**src/rtl/core_bank_interface_pkg.sv**
```systemverilog
// Shared TitanComms definitions: host instruction codes, status word layout
// and the per-core run-control state encoding.
package core_bank_interface_pkg;

    typedef enum logic [7:0] {
        NOP   = 8'h00,
        WRITE = 8'h01,
        READ  = 8'h02
    } instructions;

    localparam int STATUS_BUSY_BIT  = 0;
    localparam int STATUS_VALID_BIT = 1;
    localparam int STATUS_ERROR_BIT = 2;

    typedef enum logic [1:0] {
        IDLE,
        RUN,
        DONE
    } core_state_t;

endpackage

```
**src/rtl/core_bank_interface_core_channel.sv**
```systemverilog
// One compute core's host-facing slice: parameter registers, start/done FSM,
// result capture and status word, addressed by a core-local offset.
//
// state | meaning
// IDLE  | never started since reset, parameters writable
// RUN   | core running, parameter writes and restarts rejected
// DONE  | results captured, parameters writable, may be restarted
module core_channel
    import core_bank_interface_pkg::*;
#(
    parameter int PARAMS     = 2,
    parameter int RESULTS    = 1,
    parameter int DATA_WIDTH = 32,
    parameter int OFF_W      = 2,
    parameter bit AUTO_START = 1'b0
) (
    input  logic                          clock,
    input  logic                          reset,
    input  logic                          wr_en,
    input  logic [OFF_W-1:0]              offset,
    input  logic [DATA_WIDTH-1:0]         value,
    input  logic                          core_done,
    input  logic [RESULTS*DATA_WIDTH-1:0] core_results,
    output logic [PARAMS*DATA_WIDTH-1:0]  params,
    output logic                          core_start,
    output logic [DATA_WIDTH-1:0]         rdata
);
    localparam logic [OFF_W-1:0] STATUS_OFF = OFF_W'(PARAMS + RESULTS);
    localparam logic [OFF_W-1:0] LAST_PARAM = OFF_W'(PARAMS - 1);

    core_state_t state, state_next;
    logic [DATA_WIDTH-1:0] param_q  [PARAMS];
    logic [DATA_WIDTH-1:0] result_q [RESULTS];
    logic result_valid, error;
    logic busy, status_wr, param_wr, start_req, err_set, err_clr, capture;

    always_comb begin
        busy       = (state == RUN);
        status_wr  = wr_en && (offset == STATUS_OFF);
        param_wr   = wr_en && (offset < OFF_W'(PARAMS));
        start_req  = (status_wr && value[0]) || (AUTO_START && wr_en && (offset == LAST_PARAM));
        err_set    = busy && (param_wr || start_req);
        err_clr    = status_wr && value[STATUS_ERROR_BIT];
        // core_done is masked while the start pulse is still out
        capture    = busy && core_done && !core_start;
        state_next = state;
        case (state)
            IDLE, DONE: if (start_req) state_next = RUN;
            RUN:        if (capture)   state_next = DONE;
            default:    state_next = IDLE;
        endcase
    end

    always_ff @(posedge clock) begin
        if (reset) begin
            state        <= IDLE;
            core_start   <= 1'b0;
            result_valid <= 1'b0;
            error        <= 1'b0;
            for (int i = 0; i < PARAMS; i++)  param_q[i]  <= '0;
            for (int i = 0; i < RESULTS; i++) result_q[i] <= '0;
        end else begin
            state      <= state_next;
            core_start <= !busy && start_req;
            if (err_set)      error <= 1'b1;
            else if (err_clr) error <= 1'b0;
            if (!busy && start_req) result_valid <= 1'b0;
            else if (capture)       result_valid <= 1'b1;
            if (capture)
                for (int i = 0; i < RESULTS; i++)
                    result_q[i] <= core_results[i*DATA_WIDTH +: DATA_WIDTH];
            if (param_wr && !busy)
                for (int i = 0; i < PARAMS; i++)
                    if (offset == OFF_W'(i)) param_q[i] <= value;
        end
    end

    always_comb begin
        params = '0;
        for (int i = 0; i < PARAMS; i++) params[i*DATA_WIDTH +: DATA_WIDTH] = param_q[i];
    end

    always_comb begin
        rdata = '0;
        for (int i = 0; i < PARAMS; i++)
            if (offset == OFF_W'(i)) rdata = param_q[i];
        for (int i = 0; i < RESULTS; i++)
            if (offset == OFF_W'(PARAMS + i)) rdata = result_q[i];
        if (offset == STATUS_OFF) begin
            rdata[STATUS_BUSY_BIT]  = busy;
            rdata[STATUS_VALID_BIT] = result_valid;
            rdata[STATUS_ERROR_BIT] = error;
        end
    end

endmodule

```
**src/rtl/core_bank_interface.sv**
```systemverilog
// Multi-core parameter interface: decodes host NOP/WRITE/READ accesses onto a
// bank of core channels and returns registered read data.
module core_bank_interface
    import core_bank_interface_pkg::*;
#(
    parameter int NUM_CORES        = 2,
    parameter int PARAMS_PER_CORE  = 2,
    parameter int RESULTS_PER_CORE = 1,
    parameter int DATA_WIDTH       = 32,
    parameter int ADDR_WIDTH       = 24,
    parameter int START_ADDRESS    = 0,
    parameter int CORE_STRIDE      = 4,
    parameter bit AUTO_START       = 1'b0
) (
    input  logic                                             clock,
    input  logic                                             reset,
    input  logic [7:0]                                       instruction,
    input  logic [ADDR_WIDTH-1:0]                            address,
    input  logic [DATA_WIDTH-1:0]                            value,
    output logic [DATA_WIDTH-1:0]                            output_value,
    output logic                                             in_range,
    output logic [NUM_CORES*PARAMS_PER_CORE*DATA_WIDTH-1:0]  core_params,
    output logic [NUM_CORES-1:0]                             core_start,
    input  logic [NUM_CORES-1:0]                             core_done,
    input  logic [NUM_CORES*RESULTS_PER_CORE*DATA_WIDTH-1:0] core_results
);
    localparam int OFF_W  = (CORE_STRIDE > 1) ? $clog2(CORE_STRIDE) : 1;
    localparam int PBITS  = PARAMS_PER_CORE * DATA_WIDTH;
    localparam int RBITS  = RESULTS_PER_CORE * DATA_WIDTH;

    if (CORE_STRIDE < PARAMS_PER_CORE + RESULTS_PER_CORE + 1) begin : g_bad_stride
        $error("core_bank_interface: CORE_STRIDE too small for params+results+status");
    end

    logic [ADDR_WIDTH-1:0] offset, core_idx;
    logic [OFF_W-1:0]      local_off;
    logic                  hit;
    logic [NUM_CORES-1:0]  ch_wr;
    logic [DATA_WIDTH-1:0] ch_rdata [NUM_CORES];
    logic [DATA_WIDTH-1:0] read_data;

    // Addresses below the base must not wrap into the bank
    always_comb begin
        offset    = address - ADDR_WIDTH'(START_ADDRESS);
        core_idx  = offset / ADDR_WIDTH'(CORE_STRIDE);
        local_off = OFF_W'(offset % ADDR_WIDTH'(CORE_STRIDE));
        hit       = (address >= ADDR_WIDTH'(START_ADDRESS)) && (core_idx < ADDR_WIDTH'(NUM_CORES));
        ch_wr     = '0;
        read_data = '0;
        for (int c = 0; c < NUM_CORES; c++) begin
            if (core_idx == ADDR_WIDTH'(c)) begin
                ch_wr[c]  = hit && (instruction == WRITE);
                read_data = ch_rdata[c];
            end
        end
    end

    for (genvar c = 0; c < NUM_CORES; c++) begin : g_core
        core_channel #(
            .PARAMS     (PARAMS_PER_CORE),
            .RESULTS    (RESULTS_PER_CORE),
            .DATA_WIDTH (DATA_WIDTH),
            .OFF_W      (OFF_W),
            .AUTO_START (AUTO_START)
        ) u_channel (
            .clock        (clock),
            .reset        (reset),
            .wr_en        (ch_wr[c]),
            .offset       (local_off),
            .value        (value),
            .core_done    (core_done[c]),
            .core_results (core_results[c*RBITS +: RBITS]),
            .params       (core_params[c*PBITS +: PBITS]),
            .core_start   (core_start[c]),
            .rdata        (ch_rdata[c])
        );
    end

    always_ff @(posedge clock) begin
        if (reset) begin
            output_value <= '0;
            in_range     <= 1'b0;
        end else begin
            in_range <= hit;
            if (instruction == READ && hit) output_value <= read_data;
        end
    end

endmodule

```
**config.mk**
```make
export PLATFORM = sky130hd
export DESIGN_NAME = core_bank_interface
export DESIGN_NICKNAME = d
export VERILOG_FILES = /design/src/rtl/core_bank_interface_pkg.sv /design/src/rtl/core_bank_interface_core_channel.sv /design/src/rtl/core_bank_interface.sv
export SDC_FILE = /design/constraint.sdc
export NUM_CORES = 1
export LEC_CHECK = 0
export BUFFER_PORTS_ARGS = -buffer_cell sky130_fd_sc_hd__clkbuf_2
export CAP_MARGIN = 30
export CORE_MARGIN = 2
export CORE_UTILIZATION = 52
export CTS_CLUSTER_DIAMETER = 200
export DETAILED_ROUTE_END_ITERATION = 6
export PLACE_DENSITY = 0.8
export SETUP_SLACK_MARGIN = 0.1
export SYNTH_ARGS = -nofsm -noshare
export SYNTH_HDL_FRONTEND = slang
export SYNTH_SLANG_ARGS = --single-unit
```
**constraint.sdc**
```tcl
create_clock -name clock -period 2.85 [get_ports clock]
set_input_delay 0.1425 -clock clock [delete_from_list [all_inputs] [get_ports clock]]
set_output_delay 0.1425 -clock clock [all_outputs]
set_load 0.01 [all_outputs]
```
==> results of run 1 <==
## cell type report
type	count	area, um^2
tap	265	331.6
fill	1346	5583
timing repair buffer	412	2643
sequential	235	6626
clock inverter	16	210.2
multi-input combinational	504	3358
clock buffer	28	636.9
antenna	1	2.502
inverter	2	7.507
## state kept, by name (all words and copies together), names as in the netlist
name,cells
g_core.u_channel.state,4
in_range,1
output_value,32
g_core.u_channel.core_start,2
g_core.u_channel.error,2
g_core.u_channel.result_valid,2
g_core.u_channel.param_q,128
g_core.u_channel.result_q,64
## report_power, final
part / internal [mW] / switching (mW)
logic: 0.323 / 0.391
clock network: 2.05 / 1.33
registers: 3.83 / 0.0859
total: 6.21 / 1.80
## layer usage
metal	wire length [um]	share of wire
met5	0	0
met4	1088	0.033
met3	3350	0.10
met2	16240	0.50
met1	12000	0.37
## cells in the final DEF (no fill, tap or decap), types with 3 or more instances in the layout
cell type        n
clkbuf_2       292
edfxtp_1       192
dlygate4sd3_1   87
nand2_1         66
and3_1          64
and2_1          64
mux2i_1         59
o21ai_0         59
a21oi_1         57
dfxtp_1         43
nand3b_1        30
o21bai_1        28
buf_4           28
clkbuf_16       25
nor2_1          15
mux4_2           6
nor4_1           5
clkinv_2         5
bufinv_16        5
buf_12           5
clkinv_1         4
nor3_1           4
a21o_2           4
nand3_1          4
a211oi_1         4
nor4_4           3
nor3_4           3
clkbuf_1         3
## timing repair
action,4_1_cts,5_1_grt
hold buffers,86,1
endpoints found under the hold margin,132,2
setup endpoints to repair,0,0
setup buffers,0,0
## worst min-delay path by stage
| stage | startpoint | end |
|---|---|---|
| 6_report | value[26] | g_core[0].u_channel.param_q[0][58] |
| 2_1_floorplan | address[2] | g_core[0].u_channel.state[1] |
| 4_1_cts | value[24] | g_core[0].u_channel.param_q[0][24] |
| 3_3_place_gp | core_results[40] | g_core[1].u_channel.result_q[0][8] |
| 3_5_place_dp | core_results[44] | g_core[1].u_channel.result_q[0][12] |
| 5_1_grt | value[9] | g_core[0].u_channel.param_q[0][41] |
## cells by family after synthesis
kind of cell           count (synthesis)
buffers and inverters                 66
DFF                                  235
AOI/OAI and AO/OA                    161
muxes                                 65
and+or+nand+nor                      278
==> flow_summary.json, run 1 <==
{
  "status": "finished, final reports clean",
  "r2r_slack_ns": 0.78,
  "skew_ns": 0.009524,
  "synth_xor_area_frac": 0,
  "grt_pass1_vias": 8533,
  "synthFlopType": "edfxtp_1",
  "slowest_delay_ns": 0.56,
  "dp_hpwl_mm": 21.37,
  "max-vdd-ir-drop_mv": 0.5258,
  "final_hold_viol_count": 0,
  "setup_slack_ns": 0.3531,
  "worst_setup_path_start_kind": "primary input",
  "core_area_um2": 19400,
  "synth_edf_count": 192,
  "setup_tns_ns": 0,
  "clockBufferDepth": 3,
  "tritoncts": "built",
  "clock-sinks": 235,
  "worstReg2RegEnd": "g_core[1].u_channel.result_q[0][20]",
  "layout_min_cycle_time_ns": 2.497,
  "synth_top_area_frac": 0.5636,
  "cts_root_buf": "clkbuf_16",
  "crit_buf_inv": 5,
  "cpMostUsedCell": "buf_4",
  "ant_nets": 0,
  "ios": 295,
  "synth_top_area_cell": "edfxtp_1",
  "r2r_start": "g_core[1].u_channel.state[0]",
  "drive_above_1_share": 0.3283,
  "async_flop_share": 0,
  "busiest_layer": "met2",
  "synthesis.area_um2": 10230,
  "cp_top_family": "buffers and inverters",
  "cts_resized": 0,
  "fin_hold_ws_ns": 0.01123,
  "die_area_um2": 20810,
  "p_per_area_nw_per_um2": 579.6,
  "yosys_warnings": 0,
  "synth_top_cells_by_count": "edfxtp_1 (192), nand2_1 (66), and2_1 (64), and3_1 (64)",
  "synth-simple-area-share": 0.1630,
  "synth_seq_cells": 235,
  "maxCapViolCount": 0,
  "grt.met3_usage": 0.06325,
  "vias_per_cell": 5.824,
  "yosysMostFrequentCell": "edfxtp_1",
  "path_max_fanout": 23,
  "overflow": 0,
  "reg2reg_depth": 4,
  "nets": 1311,
  "p_total_mw": 8.008,
  "synthTopCellsByArea": "edfxtp_1 (56%), dfxtp_1 (8.4%), mux2i_1 (5.8%)",
  "htreeDepth": 1,
  "min_path_type": "primary input to flip-flop",
  "cpMaxStageDelayCell": "dlygate4sd3_1",
  "initial_utilization": 0.5273,
  "grt_pass1_wl_mm": 47.59,
  "cp.arrival_ns": 2.68,
  "placed_cell_area_um2": 12100,
  "worst_slew_pin_slew_ns": 0.7547,
  "startpoint": "address[2]",
  "final_cell_area_um2": 13820,
  "port_buffers": 294,
  "required_ns": 3.03,
  "die_h_um": 144.3,
  "synth-compound-area-share": 0.09014,
  "rsz0062_at_grt": "no",
  "end_kind": "flip-flop",
  "clk_pin_slew_ns": 0.06,
  "fp.dieW_um": 144.3,
  "syn_inst": 805,
  "gp_congestion": 0.8296,
  "routed_wl_mm": 32.68,
  "synth.avg_cell_area_um2": 12.71,
  "use_met1": 0.3761,
  "place_inst": 1331,
  "grt_max_degree": 49,
  "endpoint": "g_core[0].u_channel.param_q[0][21]",
  "synth_top_family_by_area": "simple AND/OR/NAND/NOR gates",
  "synth_adder_area_share": 0,
  "power_leakage_nw": 6.087,
  "drc": 0,
  "cts_buffers": 24,
  "period_share": 0.8761,
  "crit_type": "primary input to flip-flop",
  "vias": 8521,
  "cp.depth": 9,
  "dp_slack_ns": 0.3403,
  "post_drt_wl_per_cell_um": 22.34,
  "drv_slew": 0,
  "crit_chain": "dlygate4sd3_1, clkbuf_2, clkinv_1, buf_4, nand3_1, or4_4, nor2_4, a21o_2, buf_4",
  "setup_viol": 0,
  "drt-initial-drc-count": 716,
  "use_met2": 0.5363,
  "clock.fmax_ghz": 0.4005,
  "whs_path_depth": 2,
  "synth_cell_types": 45,
  "final_util": 0.7122,
  "relSlewSlack": 0.4969,
  "antenna_found_initial": 1,
  "instances_no_fill": 1463,
  "worstSkewPairLatency_ns": 0.52,
  "area_delta_synth_final_pct": 35.05,
  "num_rows": 51,
  "muxShareOfSynthArea": 0.07094,
  "synthesis.nets": 937,
  "drt-pass1-iter-count": 5,
  "yosysSeqAreaShare": 0.6477,
  "grt.total_usage": 0.3069
}
No activity file was read; power rests on OpenSTA's default activity.
==> inputs of run 2 (changes only) <==
PLACE_DENSITY = 0.88   (was 0.8)
==> flow_summary.json, run 2 (synthesized netlist as in run 1, its figures left out) <==
{
  "status": "finished, final reports clean",
  "path_max_fanout": 28,
  "skew_ns": 0.01079,
  "final_util": 0.7077,
  "cpMaxStageDelayCell": "or4_4",
  "drive_above_1_share": 0.3263,
  "core_area_um2": 19400,
  "ant_nets": 0,
  "clockBufferDepth": 3,
  "maxCapViolCount": 0,
  "crit_type": "primary input to flip-flop",
  "cts_root_buf": "clkbuf_16",
  "num_antenna_cells": 0,
  "setup_viol": 0,
  "gp_congestion": 0.8412,
  "die_area_um2": 20810,
  "min_path_type": "primary input to flip-flop",
  "end_kind": "flip-flop",
  "worst_slew_pin_slew_ns": 0.7444,
  "vias_per_cell": 5.878,
  "post_drt_wl_per_cell_um": 22.63,
  "ios": 295,
  "place_inst": 1328,
  "p_per_area_nw_per_um2": 565.1,
  "drc": 0,
  "port_buffers": 294,
  "num_rows": 51,
  "reg2reg_depth": 5,
  "relSlewSlack": 0.5037,
  "grt_pass1_vias": 8411,
  "crit_buf_inv": 2,
  "max-vdd-ir-drop_mv": 0.4719,
  "worstReg2RegEnd": "g_core[1].u_channel.result_q[0][16]",
  "grt_pass1_wl_mm": 48.20,
  "clk_pin_slew_ns": 0.06,
  "cts_resized": 0,
  "startpoint": "address[22]",
  "setup_tns_ns": 0,
  "routed_wl_mm": 32.97,
  "htreeDepth": 1,
  "dp_slack_ns": 0.4383,
  "cp.arrival_ns": 2.09,
  "fill_cells": 1329,
  "r2r_start": "g_core[1].u_channel.state[0]",
  "drt-pass1-iter-count": 6,
  "top_register": "g_core.u_channel.param_q",
  "fp.dieW_um": 144.3,
  "cp.depth": 7,
  "setup_slack_ns": 0.9459,
  "overflow": 0,
  "required_ns": 3.04,
  "r2r_slack_ns": 1.00,
  "crit_chain": "clkbuf_2, nor4_1, nand2_1, or4_4, nor2_4, a21o_2, buf_12",
  "slowest_delay_ns": 0.61,
  "die_h_um": 144.3,
  "grt.total_usage": 0.3127,
  "drt-initial-drc-count": 685,
  "largest_reg_flops": 128,
  "worst_setup_path_start_kind": "primary input",
  "cp_top_family": "simple AND/OR/NAND/NOR gates",
  "reg.largest.list": "g_core.u_channel.param_q: 128 flops, g_core.u_channel.result_q: 64 flops, output_value: 32 flops",
  "rsz0062_at_grt": "no",
  "layout_min_cycle_time_ns": 1.904,
  "initial_utilization": 0.5273,
  "endpoint": "g_core[0].u_channel.param_q[0][58]",
  "drv_slew": 0,
  "clock-sinks": 235,
  "layout_common_cells": "clkbuf_2 (292), edfxtp_1 (192), dlygate4sd3_1 (85)",
  "area_delta_synth_final_pct": 34.20,
  "worstSkewPairLatency_ns": 0.51,
  "power_leakage_nw": 6.040,
  "final_hold_viol_count": 0,
  "antenna_found_initial": 1,
  "dp_hpwl_mm": 21.15,
  "clock.fmax_ghz": 0.5252,
  "instances_no_fill": 1457,
  "period_share": 0.6681,
  "layout_commonest_cell": "clkbuf_2",
  "nets": 1306,
  "cts_buffers": 24,
  "tritoncts": "built",
  "vias": 8564,
  "grt_max_degree": 82
}
-- run 2: through the flow --
| step | power [mW] | cell area [um^2] | hold slack, ns |
|---|---|---|---|
| floorplan | 4.239 | 10230 | 0.3362 |
| global placement | 4.564 | 12070 | 0.4217 |
| detailed placement | 4.586 | 12090 | 0.4231 |
| CTS | 7.741 | 13730 | 0.0001133 |
| global route | 7.949 | 13730 | 0.008978 |
| finish | 7.758 | 13730 | 0.0009392 |
-- run 2: repair_timing --
action                    in CTS  in global routing
setup buffers                  0                  0
hold endpoints to repair     122                  0
hold buffers                  85                  0
-- run 2: final cells by class --
cell class	count	area, um^2	area share
Clock buffer	32	671.9	0.04894
Clock inverter	12	112.6	0.008203
Inverter	2	7.507	0.0005468
Multi-Input combinational cell	504	3358	0.2446
Sequential cell	235	6626	0.4827
Tap cell	265	331.6	0.02415
Timing Repair Buffer	407	2620	0.1908
-- run 2: report_power, final --
part | internal (mW) | total [mW] | switching, mW
sequential | 3.83 | 3.92 | 0.0906
clock | 1.84 | 3.12 | 1.29
combinational | 0.322 | 0.714 | 0.392
-- run 2: how the worst min path moves through the flow --
stage,start,end,slack [ns],depth (start not counted)
global placement,core_results[43],g_core[1].u_channel.result_q[0][11],0.42,2
floorplan,address[2],g_core[0].u_channel.state[1],0.34,2
finish,value[31],g_core[1].u_channel.param_q[0][31],0.0009,2
CTS,value[31],g_core[1].u_channel.param_q[0][31],0.0001,2
global route,value[13],g_core[0].u_channel.param_q[0][45],0.009,2
detailed placement,core_results[20],g_core[0].u_channel.result_q[0][20],0.42,2
-- run 2: per-layer routing --
layer  up-vias  wire (um)  track usage
li1       3715          -            -
met1      4089      11600       0.3752
met2       643      16290       0.5459
met3       115       3549      0.06358
met4         2       1530       0.1421
met5         -         12            0
